`src/rtl/egr_wadj_csr_mc_if.sv`:
```
// egr_wadj_csr_mc AVMM slave bundle.
// Word-addressed read/write with readdata qualifier, no waitrequest.
interface egr_wadj_csr_mc_if #(
  parameter int ADDR_WIDTH = 8,
  parameter int DATA_WIDTH = 32
);
  logic [ADDR_WIDTH-1:0]   avmm_address;
  logic                    avmm_read;
  logic                    avmm_write;
  logic [DATA_WIDTH-1:0]   avmm_writedata;
  logic [DATA_WIDTH/8-1:0] avmm_byteenable;
  logic [DATA_WIDTH-1:0]   avmm_readdata;
  logic                    avmm_readdata_valid;

  modport master (
    output avmm_address,
    output avmm_read,
    output avmm_write,
    output avmm_writedata,
    output avmm_byteenable,
    input  avmm_readdata,
    input  avmm_readdata_valid
  );

  modport slave (
    input  avmm_address,
    input  avmm_read,
    input  avmm_write,
    input  avmm_writedata,
    input  avmm_byteenable,
    output avmm_readdata,
    output avmm_readdata_valid
  );
endinterface

```
`src/rtl/egr_wadj_csr_mc.sv`:
```
// egr_wadj_csr_mc: multi-channel egress width-adjuster CSR block.
// Per-channel drop config plus saturating drop counters, 2-stage AVMM.
module egr_wadj_csr_mc #(
  parameter int unsigned BASE_ADDR = 'h0,
  parameter int NUM_CH       = 4,
  parameter int ADDR_WIDTH   = 8,
  parameter int DATA_WIDTH   = 32,
  parameter int THRESH_WIDTH = 16,
  parameter int CNT_WIDTH    = 32,
  parameter logic [THRESH_WIDTH-1:0] DEFAULT_THRESH = '0
) (
  input  logic                           clk,
  input  logic                           rst_n,
  egr_wadj_csr_mc_if.slave               avmm,
  input  logic [NUM_CH-1:0]              drop_pulse,
  output logic [NUM_CH-1:0]              cfg_drop_en,
  output logic [NUM_CH*THRESH_WIDTH-1:0] cfg_drop_threshold
);

  localparam int CH_W = (NUM_CH > 1) ? $clog2(NUM_CH) : 1;
  localparam int BE_W = DATA_WIDTH / 8;
  localparam int unsigned HI_ADDR = BASE_ADDR + 4 * NUM_CH;

  typedef enum logic [1:0] {
    F_CTRL = 2'd0,
    F_THR  = 2'd1,
    F_CNT  = 2'd2,
    F_STAT = 2'd3
  } fld_e;

  typedef struct packed {
    logic                  rd;
    logic                  wr;
    logic                  hit;
    logic [CH_W-1:0]       ch;
    fld_e                  fld;
    logic [DATA_WIDTH-1:0] wdata;
    logic [BE_W-1:0]       be;
  } s1_t;

  logic [31:0]             addr32;
  logic [31:0]             offset;
  s1_t                     s1_d;
  s1_t                     s1;

  logic [NUM_CH-1:0]       drop_en;
  logic [THRESH_WIDTH-1:0] thr [NUM_CH];
  logic [CNT_WIDTH-1:0]    cnt [NUM_CH];
  logic [NUM_CH-1:0]       sat;

  logic                    wr_hit;
  logic                    wr_ctrl;
  logic                    wr_thr;
  logic                    clr_cnt;
  logic                    clr_sat;
  logic [DATA_WIDTH-1:0]   be_mask;
  logic [DATA_WIDTH-1:0]   thr_merged;
  logic [DATA_WIDTH-1:0]   rd_mux;

  logic [DATA_WIDTH-1:0]   rdata_q;
  logic                    rvalid_q;
  logic                    unused_ok;

  assign addr32 = 32'(avmm.avmm_address);
  assign offset = addr32 - BASE_ADDR;

  // Stage-1 decode: range check and channel/field split.
  always_comb begin
    s1_d       = '0;
    s1_d.rd    = avmm.avmm_read;
    s1_d.wr    = avmm.avmm_write;
    s1_d.hit   = (addr32 >= BASE_ADDR) && (addr32 < HI_ADDR);
    s1_d.ch    = offset[CH_W+1:2];
    s1_d.fld   = fld_e'(offset[1:0]);
    s1_d.wdata = avmm.avmm_writedata;
    s1_d.be    = avmm.avmm_byteenable;
  end

  // Stage-1 request register.
  always_ff @(posedge clk or negedge rst_n) begin
    if (!rst_n) begin
      s1 <= '0;
    end else begin
      s1 <= s1_d;
    end
  end

  // Stage-2 write strobes.
  always_comb begin
    wr_hit  = s1.wr && s1.hit;
    wr_ctrl = wr_hit && (s1.fld == F_CTRL) && s1.be[0];
    wr_thr  = wr_hit && (s1.fld == F_THR);
    clr_cnt = wr_hit && (s1.fld == F_CNT) && (|s1.be);
    clr_sat = wr_hit && (s1.fld == F_STAT) && s1.be[0]
              && s1.wdata[0];
  end

  // Byte-lane merge for the threshold register.
  always_comb begin
    be_mask = '0;
    for (int b = 0; b < BE_W; b++) begin
      be_mask[b*8 +: 8] = {8{s1.be[b]}};
    end
    thr_merged = (DATA_WIDTH'(thr[s1.ch]) & ~be_mask)
               | (s1.wdata & be_mask);
  end

  // Config registers: drop enables and thresholds.
  always_ff @(posedge clk or negedge rst_n) begin
    if (!rst_n) begin
      drop_en <= '0;
      for (int c = 0; c < NUM_CH; c++) begin
        thr[c] <= DEFAULT_THRESH;
      end
    end else begin
      if (wr_ctrl) begin
        drop_en[s1.ch] <= s1.wdata[0];
      end
      if (wr_thr) begin
        thr[s1.ch] <= thr_merged[THRESH_WIDTH-1:0];
      end
    end
  end

  for (genvar c = 0; c < NUM_CH; c++) begin : g_ch
    logic                 sel;
    logic                 clr_c;
    logic                 full;
    logic                 inc_c;
    logic                 sat_set;
    logic                 sat_clr;
    logic [CNT_WIDTH-1:0] cnt_q;
    logic                 sat_q;

    assign sel     = (s1.ch == CH_W'(c));
    assign clr_c   = clr_cnt && sel;
    assign full    = &cnt_q;
    assign inc_c   = drop_pulse[c] && !clr_c && !full;
    assign sat_set = drop_pulse[c] && !clr_c && full;
    assign sat_clr = clr_sat && sel && !sat_set;

    // Drop counter: clear beats increment, saturates at all-ones.
    always_ff @(posedge clk or negedge rst_n) begin
      if (!rst_n) begin
        cnt_q <= '0;
      end else begin
        unique case (1'b1)
          clr_c:   cnt_q <= drop_pulse[c] ? CNT_WIDTH'(1) : '0;
          inc_c:   cnt_q <= cnt_q + CNT_WIDTH'(1);
          default: ;
        endcase
      end
    end

    // Sticky saturation flag; a new event wins over W1C.
    always_ff @(posedge clk or negedge rst_n) begin
      if (!rst_n) begin
        sat_q <= 1'b0;
      end else begin
        unique case (1'b1)
          sat_set: sat_q <= 1'b1;
          sat_clr: sat_q <= 1'b0;
          default: ;
        endcase
      end
    end

    assign cnt[c] = cnt_q;
    assign sat[c] = sat_q;
    assign cfg_drop_threshold[c*THRESH_WIDTH +: THRESH_WIDTH] = thr[c];
  end

  // Read mux over pre-write register state.
  always_comb begin
    rd_mux = '0;
    if (s1.hit) begin
      unique case (s1.fld)
        F_CTRL: rd_mux = DATA_WIDTH'(drop_en[s1.ch]);
        F_THR:  rd_mux = DATA_WIDTH'(thr[s1.ch]);
        F_CNT:  rd_mux = DATA_WIDTH'(cnt[s1.ch]);
        F_STAT: rd_mux = DATA_WIDTH'(sat[s1.ch]);
        default: rd_mux = '0;
      endcase
    end
  end

  // Stage-2 readdata capture; data holds while valid is low.
  always_ff @(posedge clk or negedge rst_n) begin
    if (!rst_n) begin
      rdata_q  <= '0;
      rvalid_q <= 1'b0;
    end else begin
      rvalid_q <= s1.rd;
      if (s1.rd) begin
        rdata_q <= rd_mux;
      end
    end
  end

  assign avmm.avmm_readdata       = rdata_q;
  assign avmm.avmm_readdata_valid = rvalid_q;
  assign cfg_drop_en              = drop_en;

  assign unused_ok = ^{offset, thr_merged, s1.wdata, s1.be};

endmodule
```
`src/flat_wrapper.sv`:
```
// flat-port wrapper written by rule: the top's interface ports become plain ports
module egr_wadj_csr_mc_flat 
#(
  parameter int unsigned BASE_ADDR = 'h0,
  parameter int NUM_CH       = 4,
  parameter int ADDR_WIDTH   = 8,
  parameter int DATA_WIDTH   = 32,
  parameter int THRESH_WIDTH = 16,
  parameter int CNT_WIDTH    = 32,
  parameter logic [THRESH_WIDTH-1:0] DEFAULT_THRESH = '0
)
  (clk, rst_n, drop_pulse, cfg_drop_en, cfg_drop_threshold, avmm_avmm_address, avmm_avmm_read, avmm_avmm_write, avmm_avmm_writedata, avmm_avmm_byteenable, avmm_avmm_readdata, avmm_avmm_readdata_valid);
  egr_wadj_csr_mc_if #(.ADDR_WIDTH(ADDR_WIDTH), .DATA_WIDTH(DATA_WIDTH)) avmm_i ();
  input  logic clk;
  input  logic rst_n;
  input  logic [NUM_CH-1:0] drop_pulse;
  output logic [NUM_CH-1:0] cfg_drop_en;
  output logic [NUM_CH*THRESH_WIDTH-1:0] cfg_drop_threshold;
  input wire logic [$bits(avmm_i.avmm_address)-1:0] avmm_avmm_address;
  input wire logic [$bits(avmm_i.avmm_read)-1:0] avmm_avmm_read;
  input wire logic [$bits(avmm_i.avmm_write)-1:0] avmm_avmm_write;
  input wire logic [$bits(avmm_i.avmm_writedata)-1:0] avmm_avmm_writedata;
  input wire logic [$bits(avmm_i.avmm_byteenable)-1:0] avmm_avmm_byteenable;
  output wire logic [$bits(avmm_i.avmm_readdata)-1:0] avmm_avmm_readdata;
  output wire logic [$bits(avmm_i.avmm_readdata_valid)-1:0] avmm_avmm_readdata_valid;
  assign avmm_i.avmm_address = avmm_avmm_address;
  assign avmm_i.avmm_read = avmm_avmm_read;
  assign avmm_i.avmm_write = avmm_avmm_write;
  assign avmm_i.avmm_writedata = avmm_avmm_writedata;
  assign avmm_i.avmm_byteenable = avmm_avmm_byteenable;
  assign avmm_avmm_readdata = avmm_i.avmm_readdata;
  assign avmm_avmm_readdata_valid = avmm_i.avmm_readdata_valid;
  egr_wadj_csr_mc #(.BASE_ADDR(BASE_ADDR), .NUM_CH(NUM_CH), .ADDR_WIDTH(ADDR_WIDTH), .DATA_WIDTH(DATA_WIDTH), .THRESH_WIDTH(THRESH_WIDTH), .CNT_WIDTH(CNT_WIDTH), .DEFAULT_THRESH(DEFAULT_THRESH)) u_core (.clk(clk), .rst_n(rst_n), .avmm(avmm_i), .drop_pulse(drop_pulse), .cfg_drop_en(cfg_drop_en), .cfg_drop_threshold(cfg_drop_threshold));
endmodule
```
`config.mk`:
```
export PLATFORM = sky130hd
export DESIGN_NAME = egr_wadj_csr_mc_flat
export DESIGN_NICKNAME = d
export VERILOG_FILES = /design/src/rtl/egr_wadj_csr_mc_if.sv /design/src/rtl/egr_wadj_csr_mc.sv /design/src/flat_wrapper.sv
export SDC_FILE = /design/constraint.sdc
export NUM_CORES = 1
export LEC_CHECK = 0
export ABC_AREA = 1
export CAP_MARGIN = 5
export CORE_MARGIN = 1
export CORE_UTILIZATION = 45
export CTS_CLUSTER_SIZE = 30
export DETAILED_ROUTE_END_ITERATION = 6
export PLACE_DENSITY = 0.62
export SLEW_MARGIN = 5
export SYNTH_ARGS = -nofsm -noshare
export SYNTH_HDL_FRONTEND = slang
export SYNTH_SLANG_ARGS = --single-unit
```
`constraint.sdc`:
```
create_clock -name clk -period 5 [get_ports clk]
set_clock_uncertainty 0.1 [all_clocks]
set_input_delay 1.5 -clock clk [delete_from_list [all_inputs] [get_ports clk]]
set_output_delay 1.5 -clock clk [all_outputs]
set_load 0.01 [all_outputs]
```
==> results of run 1 <==
power groups by stage:
stage          logic (W)  registers [W]  clock network, W
2_1_floorplan   0.000278        0.00232                 0
3_3_place_gp    0.000509        0.00234                 0
3_5_place_dp    0.000515        0.00235                 0
4_1_cts         0.000518        0.00231           0.00240
5_1_grt         0.000576        0.00233           0.00248
6_report        0.000518        0.00232           0.00237
kinds of logic (layout without fill, tap and decap cells):
| kind of cell | Yosys count | in the layout | share of synthesized area (%) |
|---|---|---|---|
| AOI/OAI and AO/OA | 205 | 205 | 8.05 |
| xor gates and xnor gates | 49 | 49 | 2.89 |
| adders and majority gates | 4 | 4 | 0.337 |
| buffers and inverters | 237 | 389 | 6.46 |
| DFF | 260 | 260 | 43.8 |
| muxes | 1 | 1 | 0.0673 |
| and+or+nand+nor | 1381 | 1381 | 38.4 |
through the flow:
step	power (W)	cell area, sq um	util [%]	setup slack, ns	instances
3_5_place_dp	0.00286	16700	51.2	1.43	2673
3_3_place_gp	0.00285	16700	51.2	1.46	2673
4_1_cts	0.00523	17700	54.5	1.62	2731
6_report	0.00521	17700	54.5	1.62	2731
5_1_grt	0.00538	17700	54.5	1.39	2731
2_1_floorplan	0.00260	14900	-	2.59	2137
registers in the layout (all words and copies together) (netlist names):
| name | flops |
|---|---|
| u_core.g_ch.cnt_q | 128 |
| u_core.cfg_drop_threshold | 64 |
| u_core.avmm.avmm_readdata | 32 |
| u_core.s1 | 23 |
| u_core.be_mask | 4 |
| u_core.cfg_drop_en | 4 |
| u_core.g_ch.sat_q | 4 |
| u_core.avmm.avmm_readdata_valid | 1 |
per-layer routing:
layer / vias to the layer above / wire length, um / share of wire, % / track usage (%)
met5: - / 0 / 0 / 0
met3: 100 / 3950 / 7.4 / 4.99
met4: 0 / 1580 / 2.9 / 9.20
met1: 7105 / 23800 / 44 / 45.2
li1: 7133 / - / - / -
met2: 571 / 24300 / 45 / 52.3
final cells by class:
class | count | area share (%)
Multi-Input combinational cell | 1640 | 41.8
Sequential cell | 260 | 36.7
Timing Repair Buffer | 160 | 8.79
Clock buffer | 47 | 5.16
Inverter | 171 | 3.62
Tap cell | 442 | 3.12
Clock inverter | 11 | 0.867
critical path, cell delays in order, from the launching register on:
cell and delay [ns]:
dfrtp_1 0.49, nand2_2 0.51, inv_2 0.73, nand3_2 0.12
buf_4 0.27, nand2_1 0.11, inv_1 0.04, nand2_1 0.06
buf_4 0.40, inv_2 0.22, nand2_1 0.11, o21ai_0 0.08
cell usage in the layout (no fill, tap or decap), drive strengths merged, types with 30 or more instances in the layout:
cell / instances
nand3: 285
o21ai: 130
nor2: 235
clkbuf: 47
a22oi: 30
clkdlybuf4s50: 135
dfrtp: 260
inv: 172
xor2: 38
nand2: 815
worst max-delay path by stage:
| stage | end | start |
|---|---|---|
| 6_report | u_core.g_ch[3].cnt_q[13] | u_core.s1[38] |
| 5_1_grt | u_core.g_ch[3].cnt_q[0] | u_core.s1[38] |
| 4_1_cts | u_core.g_ch[3].cnt_q[13] | u_core.s1[38] |
| 3_5_place_dp | u_core.g_ch[1].cnt_q[9] | drop_pulse[1] |
| 3_3_place_gp | u_core.g_ch[0].cnt_q[17] | drop_pulse[0] |
| 2_1_floorplan | u_core.g_ch[2].cnt_q[20] | drop_pulse[2] |
==> results.toml, run 1 <==
[yosys]
synthArstFlopShare_pct = 100
synth-seq-cells = 260
synth_top_area_share_pct = 43.8
synth_area_leaders = "dfrtp_1, nand2_1, nand3_1"
synth_ff_type = "dfrtp_1"
ys_seq_area_share_pct = 43.8
synth_edf_count = 0
synth_warnings = 0
yosysUniqueCellTypes = 37
syn_area_sq_um = 14900
yosysMostFrequentCell = "nand2_1"
synth_top_area_cell = "dfrtp_1"
ys_top_cells_by_count = "nand2_1, nand3_1, dfrtp_1"
syn_nets = 2193
synthCells = 2137
avgSynthCellArea_sq_um = 6.96

[timing]
min_period_ns = 3.38
hold_ws_ns = 0.323
relSlewSlack_pct = 36.0
worst_pin_slew_ns = 0.953
maxSlewViolCount = 0
fin_setup_tns_ns = 0
max_freq_mhz = 296
fin_crit_sh_pct = 67.6
rsz0062_at_grt = "no"
finalHoldViolCount = 0
setup_viol = 0

[cells_and_area]
diodes = 0
syn_to_final_growth_pct = 19.3
nFillCells = 3288
layout.nets = 2320
regArea_sq_um = 6510
drive_gt1_share_pct = 5.29
multi_input_area_sq_um = 7410

[place]
port_buffers = 136
place_congestion = 0.944
place_hpwl_um = 39100

[status]
status = "completed"

[global_routing]
grt_first_pass_wirelength_um = 83300
track_usage_pct = 32.5
antenna_found_initial = 1
grt_pass1_vias = 14100
grt_overflow_total = 0
grt_max_degree = 106

[pwr]
cellPowerDensity_nw_per_um2 = 293
pwr-share-seq_pct = 44.5
p_leak_nw = 7.93
swShare_pct = 27.1
clkPwrFrac_pct = 45.6
combinationalPowerShare_pct = 9.9
p_switching_w = 0.00141
irDropWorstVdd_mv = 0.266
power.internal_w = 0.00379

[setup_path]
r2r_start = "u_core.s1[38]"
end_kind = "flop"
cp_data_arrival_time_ns = 3.74
crit_required_ns = 5.36
crit_type = "reg -> reg"
path_max_fanout = 47
r2r_end = "u_core.g_ch[3].cnt_q[13]"
setup.worst_path.start_class = "flop"
reg2reg_depth = 11
r2r_setup_slack_ns = 1.62

[flow_run]
maxCapViolations = 0

[clock_network]
cts-hold-fix-buffers = 0
htreeDepth = 1
clockRootBuffer = "clkbuf_16"
clockBufferDepth = 3
cts_buffers = 31
cts_resized = 0
cts_tree = "built"
post_cts_buffers = 0
clock-sinks = 260
cts.clk_slew.worst_paths_ns = 0.06
clkLatencyLatePin_ns = 0.59

[floorplan]
design.core.area_sq_um = 32500
die-area_sq_um = 33800
ioPinCount = 153
fp-row-count = 66
start_util_pct = 45.7
die_h_um = 184
dieWidth_um = 184

[route]
detail_route.iter0.violations = 1560
ant_nets = 0
remaining_drc_errors = 0
vias = 14900
via_per_inst = 5.46
wl_per_cell_um = 19.6
dr.pass1.iters = 6
wl_um = 53600

[worst_hold_path]
hp-class = "reg -> reg"
hold_path_depth = 0
hold_end = "u_core.avmm.avmm_readdata_valid"
min-delay-start = "u_core.s1[42]"
(Power assumes the default switching activity.)
==> inputs of run 2 (changes only) <==
--- a/config.mk
+++ b/config.mk
@@ -11,7 +11,7 @@
 export CORE_UTILIZATION = 45
 export CTS_CLUSTER_SIZE = 30
 export DETAILED_ROUTE_END_ITERATION = 6
-export PLACE_DENSITY = 0.62
+export PLACE_DENSITY = 0.64
 export SLEW_MARGIN = 5
 export SYNTH_ARGS = -nofsm -noshare
 export SYNTH_HDL_FRONTEND = slang
==> constraint.sdc (replaced) <==
create_clock -name clk -period 3 [get_ports clk]
set_clock_uncertainty 0.1 [all_clocks]
set_input_delay 0.9 -clock clk [delete_from_list [all_inputs] [get_ports clk]]
set_output_delay 0.9 -clock clk [all_outputs]
set_load 0.01 [all_outputs]
==> results.toml, run 2 (synthesis gave the netlist of run 1 again) <==
[timing]
maxSlewViolCount = 0
worst_pin_slew_ns = 0.817
rsz0062_at_grt = "no"
fin_crit_sh_pct = 86.4
setup_ws_ns = 0.409
relSlewSlack_pct = 45.1
min_period_ns = 2.59
max_freq_mhz = 386
setup_viol = 0
fin_setup_tns_ns = 0
hold_ws_ns = 0.150
finalHoldViolCount = 0

[place]
dp_slack_ns = 0.306
place_hpwl_um = 38800
port_buffers = 136
place_congestion = 0.973

[floorplan]
dieWidth_um = 184
fp-row-count = 66
ioPinCount = 153
design.core.area_sq_um = 32500
die-area_sq_um = 33800
die_h_um = 184
start_util_pct = 45.7

[pwr]
p_leak_nw = 8.00
power_w = 0.00875
pwr-share-seq_pct = 44.0
power.internal_w = 0.00648
cellPowerDensity_nw_per_um2 = 489
clkPwrFrac_pct = 46.2
p_switching_w = 0.00227
swShare_pct = 26.0
irDropWorstVdd_mv = 0.482
combinationalPowerShare_pct = 9.8

[setup_path]
reg2reg_depth = 10
cp_num_buf_inv = 1
slowest_delay_ns = 0.58
r2r_end = "u_core.g_ch[1].cnt_q[2]"
crit_required_ns = 2.00
cp_top_family = "buffers and inverters"
r2r_start = "u_core.g_ch[1].cnt_q[0]"
path_max_fanout = 2
end_kind = "output port"
cp_data_arrival_time_ns = 1.59
setup.worst_path.start_class = "flop"
crit_cells = 1
slowest_stage = "clkdlybuf4s50_1"
crit_type = "reg -> out"
r2r_setup_slack_ns = 0.41
cp_cell_sequence = "clkdlybuf4s50_1"

[global_routing]
antenna_found_initial = 1
grt_first_pass_wirelength_um = 82500
grt_max_degree = 62
track_usage_pct = 31.8
grt_pass1_vias = 14200
grt_overflow_total = 0

[cells_and_area]
syn_to_final_growth_pct = 20.3
nFillCells = 3159
largest_register_ffs = 128
regMostFlops = "u_core.g_ch.cnt_q"
finish.utilization_pct = 55.0
layout.nets = 2328
final_common_cell = "nand2_1"
drive_gt1_share_pct = 5.71
layout_common_cells = "nand2_1, nand3_1, dfrtp_1"

[route]
ant_nets = 0
wl_um = 52500
dr.pass1.iters = 6
remaining_drc_errors = 0
detail_route.iter0.violations = 1574
wl_per_cell_um = 19.2
via_per_inst = 5.42
vias = 14900

[clock_network]
htreeDepth = 1
clkLatencyLatePin_ns = 0.57
cts.clk_slew.worst_paths_ns = 0.07
clock-sinks = 260
clockRootBuffer = "clkbuf_16"
post_cts_buffers = 0
cts_buffers = 30
clockBufferDepth = 3
cts_tree = "built"

[status]
status = "completed"

[worst_hold_path]
hp-class = "in -> async"

[flow_run]
maxCapViolations = 0
## run 2: what timing repair did
| item | 4_1_cts | 5_1_grt |
|---|---|---|
| setup endpoints to repair | 0 | 2 |
| resized for setup | 0 | 1 |
| hold buffers | 0 | 0 |
## run 2: through the flow
| stage | cells | cell area, sq um |
|---|---|---|
| final | 2738 | 17900 |
| after global routing | 2737 | 17900 |
| after CTS | 2737 | 17900 |
| after detailed placement | 2682 | 16800 |
| after global placement | 2682 | 16800 |
| after floorplan | 2137 | 14900 |
## run 2: area by class of cell
type	count	area, sq um	share of cell area, %
inverter	171	642	3.59
clock inverter	10	195	1.09
clock buffer	45	907	5.07
tap	442	553	3.09
antenna	1	2.50	0.0140
timing repair buffer	169	1660	9.31
multi-input combinational	1640	7410	41.5
sequential	260	6510	36.4
## run 2: routing by layer
layer | vias up | global-route usage, % | part of all wire, %
met5 | - | 0 | 0
met4 | 0 | 10.7 | 3.5
met3 | 103 | 5.69 | 8.1
met2 | 587 | 49.7 | 44
met1 | 7007 | 44.4 | 44
li1 | 7153 | - | -
## run 2: how the worst max path moves through the flow
stage	endpoint	slack [ns]	start
floorplan	u_core.g_ch[1].cnt_q[24]	1.07	u_core.g_ch[1].cnt_q[0]
global placement	u_core.g_ch[1].cnt_q[30]	0.31	drop_pulse[1]
detailed placement	u_core.g_ch[1].cnt_q[15]	0.31	drop_pulse[1]
CTS	u_core.g_ch[1].cnt_q[15]	0.29	u_core.g_ch[1].cnt_q[0]
global route	u_core.g_ch[2].cnt_q[6]	0.08	u_core.g_ch[2].cnt_q[0]
finish	avmm_avmm_readdata[2]	0.41	u_core.avmm.avmm_readdata[2]
## run 2: power by group through the flow
stage | combinational [W] | sequential (W) | clock, W
6_report | 0.000862 | 0.00385 | 0.00404
5_1_grt | 0.000958 | 0.00387 | 0.00424
4_1_cts | 0.000862 | 0.00385 | 0.00408
3_5_place_dp | 0.000856 | 0.00391 | 0
3_3_place_gp | 0.000842 | 0.00390 | 0
2_1_floorplan | 0.000463 | 0.00387 | 0
==> inputs of run 3 (changes only) <==
--- a/config.mk
+++ b/config.mk
@@ -6,7 +6,7 @@
 export NUM_CORES = 1
 export LEC_CHECK = 0
 export ABC_AREA = 1
-export CAP_MARGIN = 5
+export CAP_MARGIN = 15
 export CORE_MARGIN = 1
 export CORE_UTILIZATION = 45
 export CTS_CLUSTER_SIZE = 30
==> constraint.sdc (replaced) <==
create_clock -name clk -period 3 [get_ports clk]
set_clock_uncertainty 0.1 [all_clocks]
set_input_delay 0.9 -clock clk [delete_from_list [all_inputs] [get_ports clk]]
set_output_delay 0.9 -clock clk [all_outputs]
set_load 0.02 [all_outputs]
==> results of run 3 <==
The final DEF is identical to that of run 2. Status: completed.
Main changes from that run: setup slack after layout 0.409 ns -> 0.341 ns; total power 0.00875 W -> 0.00878 W
